### src/rtl/mult_arb_pkg.sv
// Shared constants for the multiplier-sharing scheduler: default geometry and
// the Q10.8 fixed-point format used by the requesters.
package mult_arb_pkg;

    localparam int unsigned MA_DATA_W  = 18;
    localparam int unsigned MA_NUM_REQ = 4;
    localparam int unsigned MA_MUL_LAT = 1;
    localparam int unsigned MA_ID_W    = $clog2(MA_NUM_REQ);

    localparam int unsigned            FRAC_BITS = 8;
    localparam logic [MA_DATA_W-1:0]   ONE       = 18'h00100;

endpackage

### src/rtl/rr_arbiter.sv
// Round-robin arbiter: rotating priority pointer, one-hot grant plus its index.
// The grant is combinational; the pointer advances past each winner.
module rr_arbiter
    import mult_arb_pkg::*;
#(
    parameter int unsigned NUM_REQ = MA_NUM_REQ,
    parameter int unsigned ID_W    = $clog2(NUM_REQ)
) (
    input  logic               clk,
    input  logic               reset,
    input  logic               en_i,
    input  logic [NUM_REQ-1:0] req_valid_i,
    output logic [NUM_REQ-1:0] grant_o,
    output logic [ID_W-1:0]    grant_idx_o,
    output logic               grant_vld_o
);

    logic [ID_W-1:0] ptr_q, ptr_d;
    logic [ID_W:0]   sum;
    logic [ID_W-1:0] idx;

    // Cyclic search starting at ptr; the first valid requester wins.
    always_comb begin
        grant_o     = '0;
        grant_idx_o = '0;
        grant_vld_o = 1'b0;
        sum         = '0;
        idx         = '0;
        for (int k = 0; k < int'(NUM_REQ); k++) begin
            sum = {1'b0, ptr_q} + (ID_W+1)'(k);
            if (sum >= (ID_W+1)'(NUM_REQ)) begin
                sum = sum - (ID_W+1)'(NUM_REQ);
            end
            idx = sum[ID_W-1:0];
            if (!grant_vld_o && en_i && !reset && req_valid_i[idx]) begin
                grant_vld_o   = 1'b1;
                grant_o[idx]  = 1'b1;
                grant_idx_o   = idx;
            end
        end
    end

    always_comb begin
        ptr_d = ptr_q;
        if (grant_vld_o) begin
            ptr_d = (grant_idx_o == ID_W'(NUM_REQ - 1)) ? '0 : grant_idx_o + 1'b1;
        end
    end

    always_ff @(posedge clk) begin
        if (reset) begin
            ptr_q <= '0;
        end else begin
            ptr_q <= ptr_d;
        end
    end

endmodule

### src/rtl/mult_share_arb.sv
// Shares one pipelined multiplier among NUM_REQ requesters: arbitrates, registers
// the winning operands and tags each result with its owner through a shift pipe.
module mult_share_arb
    import mult_arb_pkg::*;
#(
    parameter int unsigned NUM_REQ = MA_NUM_REQ,
    parameter int unsigned DATA_W  = MA_DATA_W,
    parameter int unsigned MUL_LAT = MA_MUL_LAT,
    parameter int unsigned ID_W    = $clog2(NUM_REQ)
) (
    input  logic                      clk,
    input  logic                      reset,
    input  logic                      en,
    input  logic [NUM_REQ-1:0]        req_valid,
    input  logic [NUM_REQ*DATA_W-1:0] req_m,
    input  logic [NUM_REQ*DATA_W-1:0] req_r,
    output logic [NUM_REQ-1:0]        req_ready,
    output logic [DATA_W-1:0]         mul_m,
    output logic [DATA_W-1:0]         mul_r,
    input  logic [DATA_W-1:0]         mul_product,
    output logic                      resp_valid,
    output logic [ID_W-1:0]           resp_id,
    output logic [DATA_W-1:0]         resp_product,
    output logic                      busy
);

    localparam int unsigned PipeD = 1 + MUL_LAT;

    logic [NUM_REQ-1:0] grant;
    logic [ID_W-1:0]    grant_idx;
    logic               grant_vld;

    logic [DATA_W-1:0]  m_slice [NUM_REQ];
    logic [DATA_W-1:0]  r_slice [NUM_REQ];
    logic [DATA_W-1:0]  mul_m_q, mul_m_d;
    logic [DATA_W-1:0]  mul_r_q, mul_r_d;

    logic [PipeD-1:0]   pipe_vld_q, pipe_vld_d;
    logic [ID_W-1:0]    pipe_id_q [PipeD];
    logic [ID_W-1:0]    pipe_id_d [PipeD];

    rr_arbiter #(
        .NUM_REQ (NUM_REQ),
        .ID_W    (ID_W)
    ) u_arb (
        .clk         (clk),
        .reset       (reset),
        .en_i        (en),
        .req_valid_i (req_valid),
        .grant_o     (grant),
        .grant_idx_o (grant_idx),
        .grant_vld_o (grant_vld)
    );

    always_comb begin
        for (int i = 0; i < int'(NUM_REQ); i++) begin
            m_slice[i] = req_m[i*DATA_W +: DATA_W];
            r_slice[i] = req_r[i*DATA_W +: DATA_W];
        end
    end

    always_comb begin
        mul_m_d = mul_m_q;
        mul_r_d = mul_r_q;
        if (grant_vld) begin
            mul_m_d = m_slice[grant_idx];
            mul_r_d = r_slice[grant_idx];
        end
    end

    // Stage 0 lines up with the operand registers; the tail with the product.
    always_comb begin
        pipe_vld_d   = {pipe_vld_q[PipeD-2:0], grant_vld};
        pipe_id_d[0] = grant_vld ? grant_idx : '0;
        for (int i = 1; i < int'(PipeD); i++) begin
            pipe_id_d[i] = pipe_id_q[i-1];
        end
    end

    always_ff @(posedge clk) begin
        if (reset) begin
            mul_m_q    <= '0;
            mul_r_q    <= '0;
            pipe_vld_q <= '0;
            for (int i = 0; i < int'(PipeD); i++) begin
                pipe_id_q[i] <= '0;
            end
        end else begin
            mul_m_q    <= mul_m_d;
            mul_r_q    <= mul_r_d;
            pipe_vld_q <= pipe_vld_d;
            for (int i = 0; i < int'(PipeD); i++) begin
                pipe_id_q[i] <= pipe_id_d[i];
            end
        end
    end

    // Outputs read as idle while reset is held so no stale response leaks out.
    always_comb begin
        req_ready    = grant;
        mul_m        = mul_m_q;
        mul_r        = mul_r_q;
        resp_valid   = pipe_vld_q[MUL_LAT] & ~reset;
        resp_id      = reset ? '0 : pipe_id_q[MUL_LAT];
        resp_product = mul_product;
        busy         = (|pipe_vld_q) & ~reset;
    end

endmodule
### config.mk
export PLATFORM = sky130hd
export DESIGN_NAME = mult_share_arb
export DESIGN_NICKNAME = d
export VERILOG_FILES = /design/src/rtl/mult_arb_pkg.sv /design/src/rtl/rr_arbiter.sv /design/src/rtl/mult_share_arb.sv
export SDC_FILE = /design/constraint.sdc
export NUM_CORES = 1
export LEC_CHECK = 0
export ABC_AREA = 1
export CAP_MARGIN = 0
export CORE_MARGIN = 4
export CORE_UTILIZATION = 30
export CTS_CLUSTER_DIAMETER = 80
export CTS_CLUSTER_SIZE = 25
export DETAILED_ROUTE_END_ITERATION = 12
export PLACE_DENSITY_LB_ADDON = 0.05
export SYNTH_ARGS = -nofsm -noshare
export SYNTH_HDL_FRONTEND = slang
export SYNTH_SLANG_ARGS = --single-unit
### constraint.sdc
create_clock -name clk -period 3.7 [get_ports clk]
set_clock_uncertainty 0.1 [all_clocks]
set_input_delay 1.11 -clock clk [delete_from_list [all_inputs] [get_ports clk]]
set_output_delay 1.11 -clock clk [all_outputs]
set_load 0.01 [all_outputs]
==> After elaboration in Yosys (flattened, before gate mapping) <==
Memory sizes are Yosys's and may differ from the RTL's.
Cells that the tools add are included.
{ "totals": {"reg_bits": 40, "ramBits": 4, "inputBits": 169, "out_inout_bits": 62, "word_cells": 102, "memories": 1} }
{ "classes": {"n_addsub": 8, "order_cmp": 13, "eq_ne": 1, "n_mux": 46, "bitwise_logic": 9, "reduce_logical": 20} }
{ "mem_list": {"columns": ["name", "depth", "word_bits", "read_ports", "rd_ports_with_merged_regs", "wr", "line", "text"], "rows": [
  ["pipe_id_q", 2, 2, 2, 0, 2, "mult_share_arb.sv:39", "logic [ID_W-1:0] pipe_id_q [PipeD];"]
]} }
{ "op_table": {"columns": ["cell", "n"], "rows": [
  ["binary-select mux 18 bit (select 2 bit)", 2],
  ["two-way mux 18 bit", 4],
  ["two-way mux 2 bit", 13],
  ["two-way mux 4 bit", 4],
  ["logical AND 1 bit", 15],
  ["two-way mux 1 bit", 15],
  ["greater-or-equal comparator 3 bit (second input constant)", 4],
  ["less-than comparator 2 x 3 -> 1 bit (second input constant)", 4],
  ["OR 4 bit", 3],
  ["binary-select mux 1 bit (select 2 bit)", 4],
  ["demux 1 bit (select 2 bit)", 4],
  ["greater-or-equal comparator 2 x 1 -> 1 bit (second input constant)", 4],
  ["subtractor 2 x 1 -> 2 bit (second input constant)", 4],
  ["adder 2 x 2 -> 3 bit (second input constant)", 2],
  ["logical NOT 1 bit", 4],
  ["adder 2 x 1 -> 3 bit (second input constant)", 1],
  ["greater-or-equal comparator 2 x 3 -> 1 bit (second input constant)", 1],
  ["inverter 2 -> 3 bit", 1],
  ["adder 2 x 1 -> 2 bit (second input constant)", 1],
  ["AND 1 bit", 2],
  ["equality test 2 bit (second input constant)", 1],
  ["OR 1 bit", 2],
  ["OR reduction 2 bit", 1],
  ["inverter 1 bit", 1]
]} }

==> Depth between registers and ports, before layout <==
{ "logic_depth": {"ltp_word": 25, "ltp_mapped": 17, "depth_no_buf": 15} }

==> By module <==
A second synthesis with hierarchy kept.
{ "hier_totals": {"cells_unflattened": 535, "hier_area_um2": 3284.4} }
{ "modules_own_cells": {"columns": ["mod", "n_inst", "cells_per_inst", "area_per_inst_um2"], "rows": [
  ["mult_share_arb", 1, 438, 2691.3],
  ["rr_arbiter", 1, 97, 593.1]
]} }

==> Worst setup path before layout <==
No wires, ideal clock.
{ "synth_timing": {"kind": "input port to output port", "start": "in reset", "end": "out req_ready[3]", "arrival_time_ns": 2.208, "required_time_ns": 2.490, "setup_slack_ns": 0.282, "stages": 8, "n_path_buf": 1, "path_cell_list": "buf_2 > inv_2 > nand2_1 > inv_1 > nand2_1 > nor2_2 > nand3_2 > o21ai_0"} }
{ "synth_via": {"elab_chain_cells": 19, "word_cells_on_any_way": 25, "classes_between": "mux: 7; bitwise: 3; reduce/logical: 15"} }
{ "synth_rtl": {"columns": ["item", "line", "text"], "rows": [
  ["start: declaration", "mult_share_arb.sv:12", "input logic reset,"],
  ["logical NOT 1 bit (*)", "rr_arbiter.sv:35", "if (!grant_vld_o && en_i && !reset && req_valid_i[idx]) begin"],
  ["logical AND 1 bit (2 in a row)", "rr_arbiter.sv:35", null],
  ["two-way mux 1 bit", "rr_arbiter.sv:35", null],
  ["logical NOT 1 bit", "rr_arbiter.sv:35", null],
  ["logical AND 1 bit (3 in a row)", "rr_arbiter.sv:35", null],
  ["two-way mux 1 bit", "rr_arbiter.sv:35", null],
  ["logical NOT 1 bit", "rr_arbiter.sv:35", null],
  ["logical AND 1 bit (3 in a row)", "rr_arbiter.sv:35", null],
  ["two-way mux 1 bit", "rr_arbiter.sv:35", null],
  ["logical NOT 1 bit", "rr_arbiter.sv:35", null],
  ["logical AND 1 bit (3 in a row)", "rr_arbiter.sv:35", null],
  ["two-way mux 4 bit (*)", "rr_arbiter.sv:35", null],
  ["end: declaration", "mult_share_arb.sv:17", "output logic [NUM_REQ-1:0] req_ready,"]
]} }
Mark *: on every way between the ends. The rest lies on a longest branch, timed or not.

==> Worst setup path after layout <==
{ "layout_timing": {"start": "in req_valid[3]", "end": "out req_ready[1]"} }
{ "layout_via": {"elab_chain_cells": 19, "word_cells_on_any_way": 31, "classes_between": "mux: 15; bitwise: 3; reduce/logical: 13"} }
{ "layout_rtl": {"columns": ["item", "line", "text"], "rows": [
  ["start: declaration", "mult_share_arb.sv:14", "input logic [NUM_REQ-1:0] req_valid,"],
  ["binary-select mux 1 bit (select 2 bit)", "rr_arbiter.sv:35", null],
  ["two-way mux 1 bit (implied by the code)", "rr_arbiter.sv:35", null],
  ["logical AND 1 bit", "rr_arbiter.sv:35", null],
  ["two-way mux 1 bit", "rr_arbiter.sv:35", null],
  ["logical NOT 1 bit", "rr_arbiter.sv:35", null],
  ["logical AND 1 bit (3 in a row)", "rr_arbiter.sv:35", null],
  ["two-way mux 1 bit", "rr_arbiter.sv:35", null],
  ["logical NOT 1 bit", "rr_arbiter.sv:35", null],
  ["logical AND 1 bit (3 in a row)", "rr_arbiter.sv:35", null],
  ["two-way mux 1 bit", "rr_arbiter.sv:35", null],
  ["logical NOT 1 bit", "rr_arbiter.sv:35", null],
  ["logical AND 1 bit (3 in a row)", "rr_arbiter.sv:35", null],
  ["two-way mux 4 bit (*)", "rr_arbiter.sv:35", null]
]} }
Mark *: on every way between the ends. The rest lies on a longest branch, timed or not. The select of a mux whose other input is x is not followed.

==> results.txt <==
The post-synthesis net count is a little over 800. The number of clock sinks seen by CTS came out at 44. The worst pin sits at a relative slew slack of approximately 51%. The worst setup path is launched from a primary input. The post-CTS clock slew at the launch and capture registers of the worst setup and hold paths is around 0.060 ns. In this run the tool buffered the top-level ports with 194 buffer cells. The post-layout net count came out at 982. The largest net degree at the start of global routing came out at 41. The slowest library cell on the worst path is dlygate4sd2_1. The count of final max-slew check failures came out at 0. After detailed routing, the number of vias per cell comes to approximately 4.7. The total number of placement rows is 40.

STA puts the critical path data arrival time at 2.40 ns. The cell chosen for the clock root is clkbuf_16. The sequential-to-total area share from yosys stat is 23.9%. The count of different cell masters after synthesis is 24. The total grt overflow is 0.

The post-synthesis average cell area is 5.72 µm². The core region area came out at 12000 µm². The layout overhead on the synthesized area is 58.8%.

Once detail routing completed, the nets flagged for antenna violations numbered 0. The effective utilization at floorplan came out at 30.6%. In this run the deepest clock path goes through 2 buffers. The critical path goes through dlygate4sd2_1, inv_1, nand2_1, nand3_1, nand2_2, nor2_4, nand2_4, buf_4, o221ai_2, buf_2. The wire length of the first global-routing pass came out at roughly 21000 µm. The maximum fanout along the worst path came out at 5. The diode insertion count for antenna repair came out at 0. For this block, the initial DRC count from the detailed router was 214. In this run the cell area of the synthesized design comes to 3680 µm². The placement-stage worst setup slack came out at -0.540 ns. The required time reported for the critical path endpoint is 2.49 ns.

The pre-antenna-repair detailed-routing pass consisted of 4 iterations. Of the post-synthesis cell area, the dominant cell type holds 23.9%. Clock latency on the worst-skew pair, taken at its later pin, is approximately 0.28 ns. The post-route setup TNS is 0 ns. The height of the die is 119 µm.

The total routed wirelength is 12800 µm. The number of instances in the synthesized netlist is 643. The endpoint kind of the worst setup timing path is an output pin. The H-tree depth reported by CTS came out at 2. The worst hold path terminates at pipe_id_q[0][3]. Along the worst hold path, the cell count comes to 2. The final critical-path share of the clock period came out at 97.4%. Global routing consumed, over all layers together, 17.7% of the routing resources. For this run, the number of Yosys warnings is 0. The cell depth of the worst flop-to-flop path is 17. The run finished with clean final reports. Synthesis inferred 44 register bits. The post-route DRC violation count came out at 0. The count of maximum capacitance violations came out at 0. The routed layout has 4467 vias. The die span in x came out at ~120 µm. In this run the critical register-to-register path is launched from u_arb.ptr_q[0]. The total I/O pin count is 231. The ratio of total power to cell area is 508 nW/µm². Routability-driven placement finished with a final weighted congestion of 0.846. IR analysis of the VDD net gives a maximum drop of 339 µV.

The worst hold slack across all endpoints is approximately 0.30 ns. In this run the critical register-to-register path is captured at mul_m[15]. The start point of the worst min-delay path is pipe_id_q[0][1]. The transition at the pin with the smallest max-transition slack is 0.732 ns.

The top achievable clock speed is 277 MHz. Setup repair after global routing left no endpoint under its margin. The shortest period the worst path allows is 3.61 ns. Summed over all nets, the half-perimeter wirelength after detailed placement is roughly 9000 µm. The count of final setup violators came out at 0.

The setup path with the least slack is of type primary input to output pin. The library cells used most frequently in the layout, excluding fill and tap cells, are clkdlybuf4s50_1 (184), nand3_1 (154), nand2_1 (133). The total count of hold-check failures in the final report came out at 0. The initial antenna violation count came out at 0.

dfxtp_1 takes more of the synthesized area than any other cell. The path type of the worst min-delay path is flip-flop to flip-flop. Yosys attributes the largest share of cell area to dfxtp_1 (24%), nand3_1 (21%), nand2_1 (14%). The most common cell after layout, fill and taps aside is clkdlybuf4s50_1. The worst-case register-to-register setup slack came out at between 0.7 and 0.8 ns. The leakage component of the power came out at 2.77 nW. The delay of the slowest cell on the worst path came out at 0.24 ns. The fraction of final layout cells with drive strength greater than 1 is 8.28%.

The CTS tree is done. The CTS buffer count came out at 5. The wire length per cell is between 10 and 15 µm. The area enclosed by the die boundary came out at ~14000 µm². The worst setup slack after layout came out at 0.0946 ns.

The number of global-route vias before repair came out at 4366.
report_power, final:
part / switching, mW / internal [mW]
combinational: 1.05 / 0.789
sequential: 0.0595 / 0.613
clock: 0.176 / 0.283
total: 1.28 / 1.69
through the flow:
step / std cells / utilization (%) / cell area [µm²] / power [mW]
3_5_place_dp: 945 / 46.9 / 5630 / 2.50
2_1_floorplan: 643 / - / 3680 / 1.84
4_1_cts: 955 / 48.6 / 5840 / 3.00
3_3_place_gp: 945 / 46.9 / 5630 / 2.48
5_1_grt: 956 / 48.7 / 5850 / 3.24
6_report: 956 / 48.7 / 5850 / 2.97
critical path, delay by kind of cell:
family / cells / cell delay (ns)
simple gates: 5 / 0.51
buf+inv: 4 / 0.61
compound gates: 1 / 0.16
worst max path at each step:
stage | endpoint | depth (start not counted) | slack [ns] | start
2_1_floorplan | req_ready[3] | 8 | 0.28 | reset
3_3_place_gp | req_ready[3] | 11 | -0.46 | req_valid[2]
3_5_place_dp | req_ready[1] | 10 | -0.54 | req_valid[2]
4_1_cts | req_ready[1] | 8 | 0.01 | en
5_1_grt | req_ready[1] | 10 | 0.003 | req_valid[3]
6_report | req_ready[1] | 10 | 0.09 | req_valid[3]
routing by layer:
layer	GRT usage (%)	wire length (µm)	part of all wire [%]	up-vias
met5	0	0	0	-
met1	20.5	5270	41	1981
met4	4.49	129	1.0	0
met3	5.26	945	7.4	13
li1	-	-	-	2331
met2	31.6	6460	50	142
sequential cells by signal, indices dropped and copies added, names as in the netlist:
name / flops
mul_m: 18
mul_r: 18
pipe_id_q: 4
pipe_vld_q: 2
u_arb.ptr_q: 2
cell type report:
type	count	area, µm²
flip-flops and latches	44	881
well taps	147	184
inverters	95	357
repair buffers	220	2160
multi-input cells	443	2110
fillers	1259	6160
clock buffers	7	153
synthesized netlist by cell type (all sizes together):
| master | instances |
|---|---|
| nand3 | 159 |
| nand2 | 141 |
| inv | 95 |
| nor2 | 87 |
| buf | 52 |
| dfxtp | 44 |
| o21ai | 39 |
| clkbuf | 9 |
| a21oi | 6 |
| ha | 4 |
| o221ai | 3 |
| a31oi | 1 |
| and2 | 1 |
| nand4 | 1 |
| o22ai | 1 |
repair_timing:
item / 4_1_cts / 5_1_grt
endpoints found under the setup margin: 4 / 2
buffers inserted: 3 / 1
resized for setup: 36 / 1
pin swaps: 11 / 5
hold buffers: 0 / 0
kinds of logic (layout without fill, tap and decap cells):
group / count (synthesis) / count (layout) / synth area share, %
adder cells (fa/ha/maj): 4 / 4 / 1.36
flip-flops: 44 / 44 / 23.9
buffers and inverters: 156 / 322 / 20.7
AO/OA/AOI/OAI: 50 / 50 / 7.27
AND/OR/NAND/NOR: 389 / 389 / 46.8
(Power assumes the default switching activity.)
